**config.mk**
```make
export PLATFORM = sky130hd
export DESIGN_NAME = rename_replay_seq
export DESIGN_NICKNAME = d
export VERILOG_FILES = /design/src/rtl/rename_replay_seq_pkg.sv /design/src/rtl/rename_replay_seq_range.sv /design/src/rtl/rename_replay_seq.sv
export SDC_FILE = /design/constraint.sdc
export NUM_CORES = 1
export LEC_CHECK = 0
export BUFFER_PORTS_ARGS = -buffer_cell sky130_fd_sc_hd__buf_4
export CAP_MARGIN = 20
export CORE_AREA = 3 3 92 138
export CTS_BUF_LIST = sky130_fd_sc_hd__clkbuf_2
export CTS_CLUSTER_DIAMETER = 200
export CTS_CLUSTER_SIZE = 8
export DETAILED_ROUTE_END_ITERATION = 16
export DIE_AREA = 0 0 95 141
export PLACE_DENSITY = 0.76
export SETUP_SLACK_MARGIN = 0.3
export SLEW_MARGIN = 5
export SYNTH_ARGS = -nofsm -noshare
export SYNTH_HDL_FRONTEND = slang
export SYNTH_HIERARCHICAL = 1
export SYNTH_SLANG_ARGS = --single-unit
```
**constraint.sdc**
```tcl
create_clock -name clk -period 6.76 [get_ports clk]
set_input_delay 1.352 -clock clk [delete_from_list [all_inputs] [get_ports clk]]
set_output_delay 1.352 -clock clk [all_outputs]
set_load 0.05 [all_outputs]
```
**src/rtl/rename_replay_seq_pkg.sv**
```systemverilog
// Shared rename types: sequence numbers, commit-shaped uops, replay FSM states.
// SqN compares are wrap-aware: the sign of the modular difference orders two SqNs.
package rename_replay_seq_pkg;

  localparam int SQN_W = 7;
  localparam int REPLAY_WIDTH = 4;

  typedef logic [SQN_W-1:0] SqN;

  typedef struct packed {
    logic       valid;
    logic       compressed;
    SqN         sqN;
    logic [4:0] rd;
    logic [6:0] tagDst;
  } CommitUOp;

  typedef enum logic [1:0] {RP_IDLE, RP_FLUSH, RP_REPLAY, RP_DRAIN} ReplayState_t;

  // $signed(a - b) > 0
  function automatic logic sqnPos(input SqN a, input SqN b);
    SqN d;
    d = a - b;
    return !d[SQN_W-1] && (d != '0);
  endfunction

  // $signed(a - b) < 0
  function automatic logic sqnNeg(input SqN a, input SqN b);
    SqN d;
    d = a - b;
    return d[SQN_W-1];
  endfunction

endpackage

```
**src/rtl/rename_replay_seq_range.sv**
```systemverilog
// Per-lane ROB read requests for the window [rdPtr, endSqN) and how far rdPtr advances.
// Purely combinational; lanes are contiguous starting at lane 0.
module RangeLaneGen
  import rename_replay_seq_pkg::*;
#(
  parameter int W = REPLAY_WIDTH
) (
  input  logic                   en,
  input  SqN                     rdPtr,
  input  SqN                     endSqN,
  output logic [W-1:0]           laneValid,
  output SqN                     laneSqN [W],
  output logic [$clog2(W+1)-1:0] advance
);

  localparam int CNT_W = $clog2(W + 1);

  always_comb begin
    advance = '0;
    for (int i = 0; i < W; i++) begin
      laneSqN[i]   = rdPtr + SqN'(i);
      laneValid[i] = en && sqnPos(endSqN, laneSqN[i]);
      advance      = advance + CNT_W'(laneValid[i]);
    end
  end

endmodule

```
**src/rtl/rename_replay_seq.sv**
```systemverilog
// Mispredict replay sequencer: FLUSH 1 cycle, ceil(N/W) REPLAY cycles, DRAIN 1 cycle; no backpressure.
// Optional saturating perf counters are built when RENAME_REPLAY_PERF_EN is defined.
module rename_replay_seq
  import rename_replay_seq_pkg::*;
#(
  parameter int WIDTH_REPLAY = REPLAY_WIDTH
) (
  input  logic                    clk,
  input  logic                    rst_n,
  input  logic                    IN_branchTaken,
  input  SqN                      IN_branchSqN,
  input  SqN                      IN_robHeadSqN,
  output logic [WIDTH_REPLAY-1:0] OUT_robReadValid,
  output SqN                      OUT_robReadSqN [WIDTH_REPLAY],
  input  CommitUOp                IN_robReadUOp [WIDTH_REPLAY],
  output logic                    OUT_mispredFlush,
  output CommitUOp                OUT_replayUOp [WIDTH_REPLAY],
  output logic                    OUT_busy
`ifdef RENAME_REPLAY_PERF_EN
  ,
  output logic [31:0]             OUT_perfReplayEvents,
  output logic [31:0]             OUT_perfReplayCycles
`endif
);

  localparam int CNT_W = $clog2(WIDTH_REPLAY + 1);

  ReplayState_t            state;
  SqN                      rdPtr;
  SqN                      endSqN;
  logic [WIDTH_REPLAY-1:0] reqMask;

  logic [WIDTH_REPLAY-1:0] laneValid;
  SqN                      laneSqN [WIDTH_REPLAY];
  logic [CNT_W-1:0]        advance;

  SqN                      newEnd;
  logic                    olderBranch;
  SqN                      endEff;
  SqN                      rdNext;
  logic [WIDTH_REPLAY-1:0] keepMask;

  RangeLaneGen #(.W(WIDTH_REPLAY)) laneGen (
    .en        (state == RP_REPLAY),
    .rdPtr     (rdPtr),
    .endSqN    (endSqN),
    .laneValid (laneValid),
    .laneSqN   (laneSqN),
    .advance   (advance)
  );

  // An older mispredict shrinks the window; younger or equal ones are dropped.
  always_comb begin
    newEnd      = IN_branchSqN + SqN'(1);
    olderBranch = IN_branchTaken && sqnNeg(newEnd, endSqN);
    endEff      = olderBranch ? newEnd : endSqN;
    rdNext      = rdPtr + SqN'(advance);
    for (int i = 0; i < WIDTH_REPLAY; i++)
      keepMask[i] = laneValid[i] && sqnPos(endEff, laneSqN[i]);
  end

  always_comb begin
    OUT_robReadValid = laneValid;
    for (int i = 0; i < WIDTH_REPLAY; i++) begin
      OUT_robReadSqN[i]            = laneSqN[i];
      OUT_replayUOp[i]             = IN_robReadUOp[i];
      OUT_replayUOp[i].valid       = reqMask[i] && IN_robReadUOp[i].valid;
      OUT_replayUOp[i].compressed  = 1'b1;
    end
  end

  always_ff @(posedge clk or negedge rst_n) begin
    if (!rst_n) begin
      state            <= RP_IDLE;
      rdPtr            <= '0;
      endSqN           <= '0;
      reqMask          <= '0;
      OUT_busy         <= 1'b0;
      OUT_mispredFlush <= 1'b0;
    end else begin
      reqMask <= keepMask;
      case (state)
        RP_IDLE: begin
          if (IN_branchTaken) begin
            rdPtr            <= IN_robHeadSqN;
            endSqN           <= newEnd;
            state            <= RP_FLUSH;
            OUT_busy         <= 1'b1;
            OUT_mispredFlush <= 1'b1;
          end
        end
        RP_FLUSH: begin
          endSqN <= endEff;
          if (olderBranch && !sqnPos(endEff, rdPtr)) begin
            state <= RP_DRAIN;
          end else if (rdPtr != endSqN) begin
            state <= RP_REPLAY;
          end else begin
            state            <= RP_IDLE;
            OUT_busy         <= 1'b0;
            OUT_mispredFlush <= 1'b0;
          end
        end
        RP_REPLAY: begin
          rdPtr  <= rdNext;
          endSqN <= endEff;
          if (!sqnPos(endEff, rdNext))
            state <= RP_DRAIN;
        end
        default: begin
          endSqN           <= endEff;
          state            <= RP_IDLE;
          OUT_busy         <= 1'b0;
          OUT_mispredFlush <= 1'b0;
        end
      endcase
    end
  end

`ifdef RENAME_REPLAY_PERF_EN
  always_ff @(posedge clk or negedge rst_n) begin
    if (!rst_n) begin
      OUT_perfReplayEvents <= '0;
      OUT_perfReplayCycles <= '0;
    end else begin
      if (state == RP_IDLE && IN_branchTaken && OUT_perfReplayEvents != '1)
        OUT_perfReplayEvents <= OUT_perfReplayEvents + 32'd1;
      if (OUT_busy && OUT_perfReplayCycles != '1)
        OUT_perfReplayCycles <= OUT_perfReplayCycles + 32'd1;
    end
  end
`endif

endmodule

```
Word-level counts from Yosys, hierarchy flattened

Cells that the tools add are included.

Register bits: 21
Logic and storage cells: 92

Add/sub/neg operators: 18
Equality and inequality tests: 7
Mux-type cells: 14
Bitwise operators: 1
Reductions and logical operators: 47

Operators by type and width:

| operator                                       | number |
|---|---|
| subtractor 7 bit                               | 10 |
| nonzero test 7 bit                             | 9 |
| 2-to-1 mux 7 bit                               | 4 |
| logical AND 1 bit                              | 23 |
| adder 7 x 1 -> 7 bit (second input constant)   | 2 |
| adder 7 x 2 -> 7 bit (second input constant)   | 2 |
| case mux 7 bit (2 select lines)                | 1 |
| logical NOT 1 bit                              | 10 |
| 2-to-1 mux 2 bit                               | 4 |
| inequality test 2 bit (second input constant)  | 4 |
| adder 7 x 3 -> 7 bit                           | 1 |
| inequality test 7 bit                          | 1 |
| adder 3 x 1 -> 3 bit                           | 2 |
| case mux 2 bit (3 select lines)                | 1 |
| AND reduction 2 bit                            | 2 |
| AND reduction 4 bit                            | 1 |
| 2-to-1 mux 1 bit                               | 3 |
| case mux 1 bit (3 select lines)                | 1 |
| adder 1 x 1 -> 2 bit                           | 1 |
| == test 2 x 1 -> 1 bit (second input constant) | 1 |
| == test 2 bit (second input constant)          | 1 |
| logical NOT 2 bit                              | 1 |
| nonzero test 2 bit                             | 1 |
| inverter 1 bit                                 | 1 |

Longest topological paths before layout

Word-level depth: 14
Mapped depth: 28
Depth with buffers taken out: 28

By module

The synthesis kept the hierarchy.

Modules (own cells, without submodules):

| module            | instances | cells each | area each (um2) | seq. area each (um2) |
|---|---|---|---|---|
| rename_replay_seq | 1         | 466        | 3743.6          | 525.5 |
| RangeLaneGen      | 1         | 192        | 1451.4          | 0.0 |

Least setup slack after synthesis

OpenSTA, ideal clock, no wires.

Path type: register to register
Start point: register rdPtr[1]
End point: register state[0]
Library setup time: 0.104 ns
Arrival time: 6.880 ns
Slack: -0.224 ns
Cell stages (with the launch flop): 28
Buffers on the path: 0
Clock period less this slack: 6.984 ns
Cell sequence: dfrtp_1 inv_1 ha_1 or3_1 xnor2_1 inv_1 ha_1 or3_1 a21oi_1 o21ai_0 o211ai_1 fa_1 inv_1 ha_1 ha_1 ha_1 a21o_1 a21oi_1 xnor2_1 ha_1 o21ai_0 nand2b_1 a21o_1 a21oi_1 xnor2_1 xnor2_1 nor3_1 a221oi_1

RTL lines:

| element                | RTL line                 | text |
|---|---|---|
| from (decl)            | rename_replay_seq.sv:29  | `SqN rdPtr;` |
| from (signal assigned) | rename_replay_seq.sv:85  | `rdPtr <= IN_robHeadSqN;` |
| from (signal assigned) | rename_replay_seq.sv:105 | `rdPtr <= rdNext;` |
| to (signal assigned)   | rename_replay_seq.sv:74  | `state <= RP_IDLE;` |
| to (signal assigned)   | rename_replay_seq.sv:87  | `state <= RP_FLUSH;` |
| to (signal assigned)   | rename_replay_seq.sv:95  | `state <= RP_DRAIN;` |
| to (decl)              | rename_replay_seq.sv:28  | `ReplayState_t state;` |

Final worst setup path

Start point: register rdPtr[1]
End point: register state[0]

Word-level cells in the longest chain between the ends: 14

RTL lines:

| element                                                        | RTL line                      | text |
|---|---|---|
| adder 7 x 1 -> 7 bit                                           | rename_replay_seq_range.sv:21 | `laneSqN[i] = rdPtr + SqN'(i);` |
| subtractor 7 bit                                               | rename_replay_seq_pkg.sv:23   | `d = a - b;` |
| nonzero test 7 bit / logical NOT 1 bit (equally long branches) | rename_replay_seq_pkg.sv:24   | `return !d[SQN_W-1] && (d != '0);` |
| logical AND 1 bit                                              | rename_replay_seq_pkg.sv:24   |  |
| logical AND 1 bit                                              | rename_replay_seq_range.sv:22 | `laneValid[i] = en && sqnPos(endSqN, laneSqN[i]);` |
| adder 1 x 1 -> 2 bit                                           | rename_replay_seq_range.sv:23 | `advance = advance + CNT_W'(laneValid[i]);` |
| adder 3 x 1 -> 3 bit                                           | rename_replay_seq_range.sv:23 |  |
| adder 3 x 1 -> 3 bit (*)                                       | rename_replay_seq_range.sv:23 |  |
| net advance[0]                                                 | rename_replay_seq.sv:35       | `logic [CNT_W-1:0] advance;` |
| adder 7 x 3 -> 7 bit (*)                                       | rename_replay_seq.sv:57       | `rdNext = rdPtr + SqN'(advance);` |
| subtractor 7 bit (*)                                           | rename_replay_seq_pkg.sv:23   |  |
| nonzero test 7 bit / logical NOT 1 bit (equally long branches) | rename_replay_seq_pkg.sv:24   |  |
| logical AND 1 bit (*)                                          | rename_replay_seq_pkg.sv:24   |  |
| inequality test 2 bit (no line) (*)                            | --                            |  |
| AND reduction 2 bit (no line) (*)                              | --                            |  |

Mark *: on every way through the listed nets, which the timed path passes. The rest lies on a longest branch.
A chain may end at the register's enable or synchronous reset.

==> results.json <==
{
  "status": "finished, final reports clean",
  "seq_area_frac_synth_pct": 10.1,
  "finalCritPeriodShare_pct": 90.1,
  "final_common_cell": "buf_4",
  "setup_viol": 0,
  "portBuffers": 58,
  "slew-limit-headroom_pct": 63.6,
  "critical_path_class": "register to register",
  "reg2reg_setup_slack_ns": 0.67,
  "synth_edf_count": 0,
  "cts_tree": "built",
  "drive_gt1_share_pct": 17.7,
  "hold_end": "OUT_busy$_DFFE_PN0P_",
  "cts_num_sinks": 21,
  "die_area_um2": 13400,
  "tightest_slew_ns": 0.546,
  "cp-start-kind": "register",
  "drv_slew": 0,
  "core_um2": 11600,
  "hold_violations": 0,
  "cts_hold_buf": 0,
  "clockRootBuffer": "clkbuf_2",
  "synthFlopType": "dfrtp_1",
  "min_from": "OUT_busy$_DFFE_PN0P_",
  "timing.fmax_mhz": 164,
  "wirelength_mm": 14.6,
  "first_iter_violations": 211,
  "num_vias": 4554,
  "cp-end-kind": "register",
  "arrival_ns": 6.44,
  "area_growth_pct": 2.00,
  "layout.nets": 818,
  "drc": 0,
  "synthCells": 658,
  "via_per_inst": 5.77,
  "clock_path_buffers": 2,
  "die_w_um": 95,
  "worstPathRequired_ns": 7.11,
  "yosys_warnings": 6,
  "gp_congestion": 0.926,
  "antenna_found_initial": 0,
  "initial_core_util_pct": 44.8,
  "rsz0062_at_grt": "no",
  "ant_nets": 0,
  "hold_class": "register to register",
  "ys_async_sr_fraction_pct": 100,
  "skew_ns": 0.0189,
  "syn-cell-area_um2": 5190,
  "clk-insertion-delay-late_ns": 0.41,
  "cts.clk_slew.worst_paths_ns": 0.29,
  "antennaDiodeCount": 0,
  "drv_cap": 0,
  "ys_ff_latch": 21,
  "fp.dieH_um": 141,
  "grt_usage_pct": 22.0,
  "post-dp-hpwl_mm": 11.6,
  "rr_startpoint": "rdPtr[1]$_DFFE_PN0P_",
  "final_cell_mix": "buf_4, ha_1, inv_1",
  "crit_path_max_fanout": 6,
  "final.setup.tns_ns": 0,
  "grt_max_degree": 22,
  "dr.pass1.iters": 5,
  "grt_pass1_wl_mm": 22.6,
  "placementRows": 48,
  "reg2reg_depth": 26,
  "globalRouteOverflowTotal": 0,
  "fin_crit_ns": 6.09,
  "grt_pass1_vias": 4457,
  "min_path_cells": 2,
  "reg2reg_to": "state[0]$_DFFE_PN0P_",
  "avgRoutedWirePerCell_um": 18.5,
  "avgSynthCellArea_um2": 7.90,
  "pin_count": 219,
  "synthDistinctLibCells": 73,
  "cp-startpoint": "rdPtr[1]$_DFFE_PN0P_",
  "cts-htree-levels": 1,
  "cts_buffers": 3
}
## registers in the layout, indices dropped and copies added, names as in the netlist
signal	count
state	2
OUT_busy	1
endSqN	7
rdPtr	7
reqMask	4
## repair_timing
item / 4_1_cts / 5_1_grt
gates resized for setup: 0 / 3
setup buffers: 0 / 1
endpoints found under the setup margin: 0 / 1
## logic make-up (layout without fill, tap and decap cells)
logic type / Yosys count / after routing / share of synthesized area, %
mux: 8 / 8 / 1.88
xor+xnor: 82 / 82 / 14.9
other cells: 1 / 4 / 0.0722
fa+ha+maj: 86 / 86 / 21.4
buf+inv: 172 / 150 / 19.2
flops: 21 / 21 / 10.1
simple gates: 151 / 151 / 15.3
compound gates: 137 / 137 / 17.2
## Yosys cell counts (8+ instances only)
master / number / area, um^2
nand3_1: 15 / 75.1
a21oi_1: 43 / 215
xor2_1: 30 / 263
nand2_1: 30 / 113
ha_1: 70 / 876
inv_1: 68 / 255
nor2_1: 29 / 109
a31oi_1: 10 / 62.6
xnor2_1: 48 / 420
nor3_1: 20 / 100
clkbuf_1: 8 / 30.0
o21ai_0: 29 / 145
buf_4: 90 / 676
dfrtp_1: 21 / 526
a21o_1: 8 / 60.1
## critical path: stages (launching register included)
cell        delay [ns]
dfrtp_2           0.46
clkinvlp_4        0.11
ha_4              0.18
or3_1             0.47
xnor2_4           0.20
inv_1             0.06
ha_1              0.35
or3_1             0.36
a21oi_1           0.14
o21ai_0           0.13
o211ai_1          0.31
fa_1              0.48
inv_1             0.07
ha_1              0.23
ha_1              0.22
fa_1              0.40
xnor2_1           0.23
ha_1              0.30
nor2b_1           0.14
o21ai_0           0.15
nand2b_1          0.10
a21o_1            0.18
a21oi_1           0.17
xnor2_1           0.15
xnor2_1           0.15
nor3_2            0.07
a221oi_1          0.21
## worst max path at each step
stage / end / depth (start not counted) / slack, ns
after floorplan: state[0]$_DFFE_PN0P_ / 27 / 0.39
after global placement: state[0]$_DFFE_PN0P_ / 27 / 0.60
after detailed placement: state[0]$_DFFE_PN0P_ / 27 / 0.54
after CTS: state[0]$_DFFE_PN0P_ / 27 / 0.46
after global routing: state[0]$_DFFE_PN0P_ / 26 / 0.31
final: state[0]$_DFFE_PN0P_ / 26 / 0.67
## stage by stage
stage | setup WS [ns] | cells | cell area [um^2] | util (%) | hold WS, ns
final | 0.670 | 789 | 5300 | 45.7 | 0.629
after global placement | 0.597 | 784 | 5260 | 45.4 | 0.590
after detailed placement | 0.543 | 784 | 5260 | 45.4 | 0.587
after floorplan | 0.393 | 661 | 5250 | - | 0.529
after CTS | 0.463 | 788 | 5280 | 45.6 | 0.638
after global routing | 0.306 | 789 | 5300 | 45.7 | 0.702
## routing by layer
layer | vias to the layer above | routed length (um) | global-route usage [%]
met5 | - | 0 | 0
met4 | 0 | 1270 | 17.6
met3 | 103 | 957 | 1.82
met2 | 163 | 7110 | 37.4
met1 | 2137 | 5290 | 24.5
li1 | 2151 | - | -
## final cells by class
type	count	area [um^2]
Clock buffer	3	15.0
Clock inverter	1	5.00
Fill cell	1193	6290
Inverter	73	283
Multi-Input combinational cell	468	3730
Sequential cell	21	528
Tap cell	150	188
Timing Repair Buffer	73	548
Power is not shown: default switching activity piles up to over one toggle a cycle in this logic, so the estimate is an artifact.
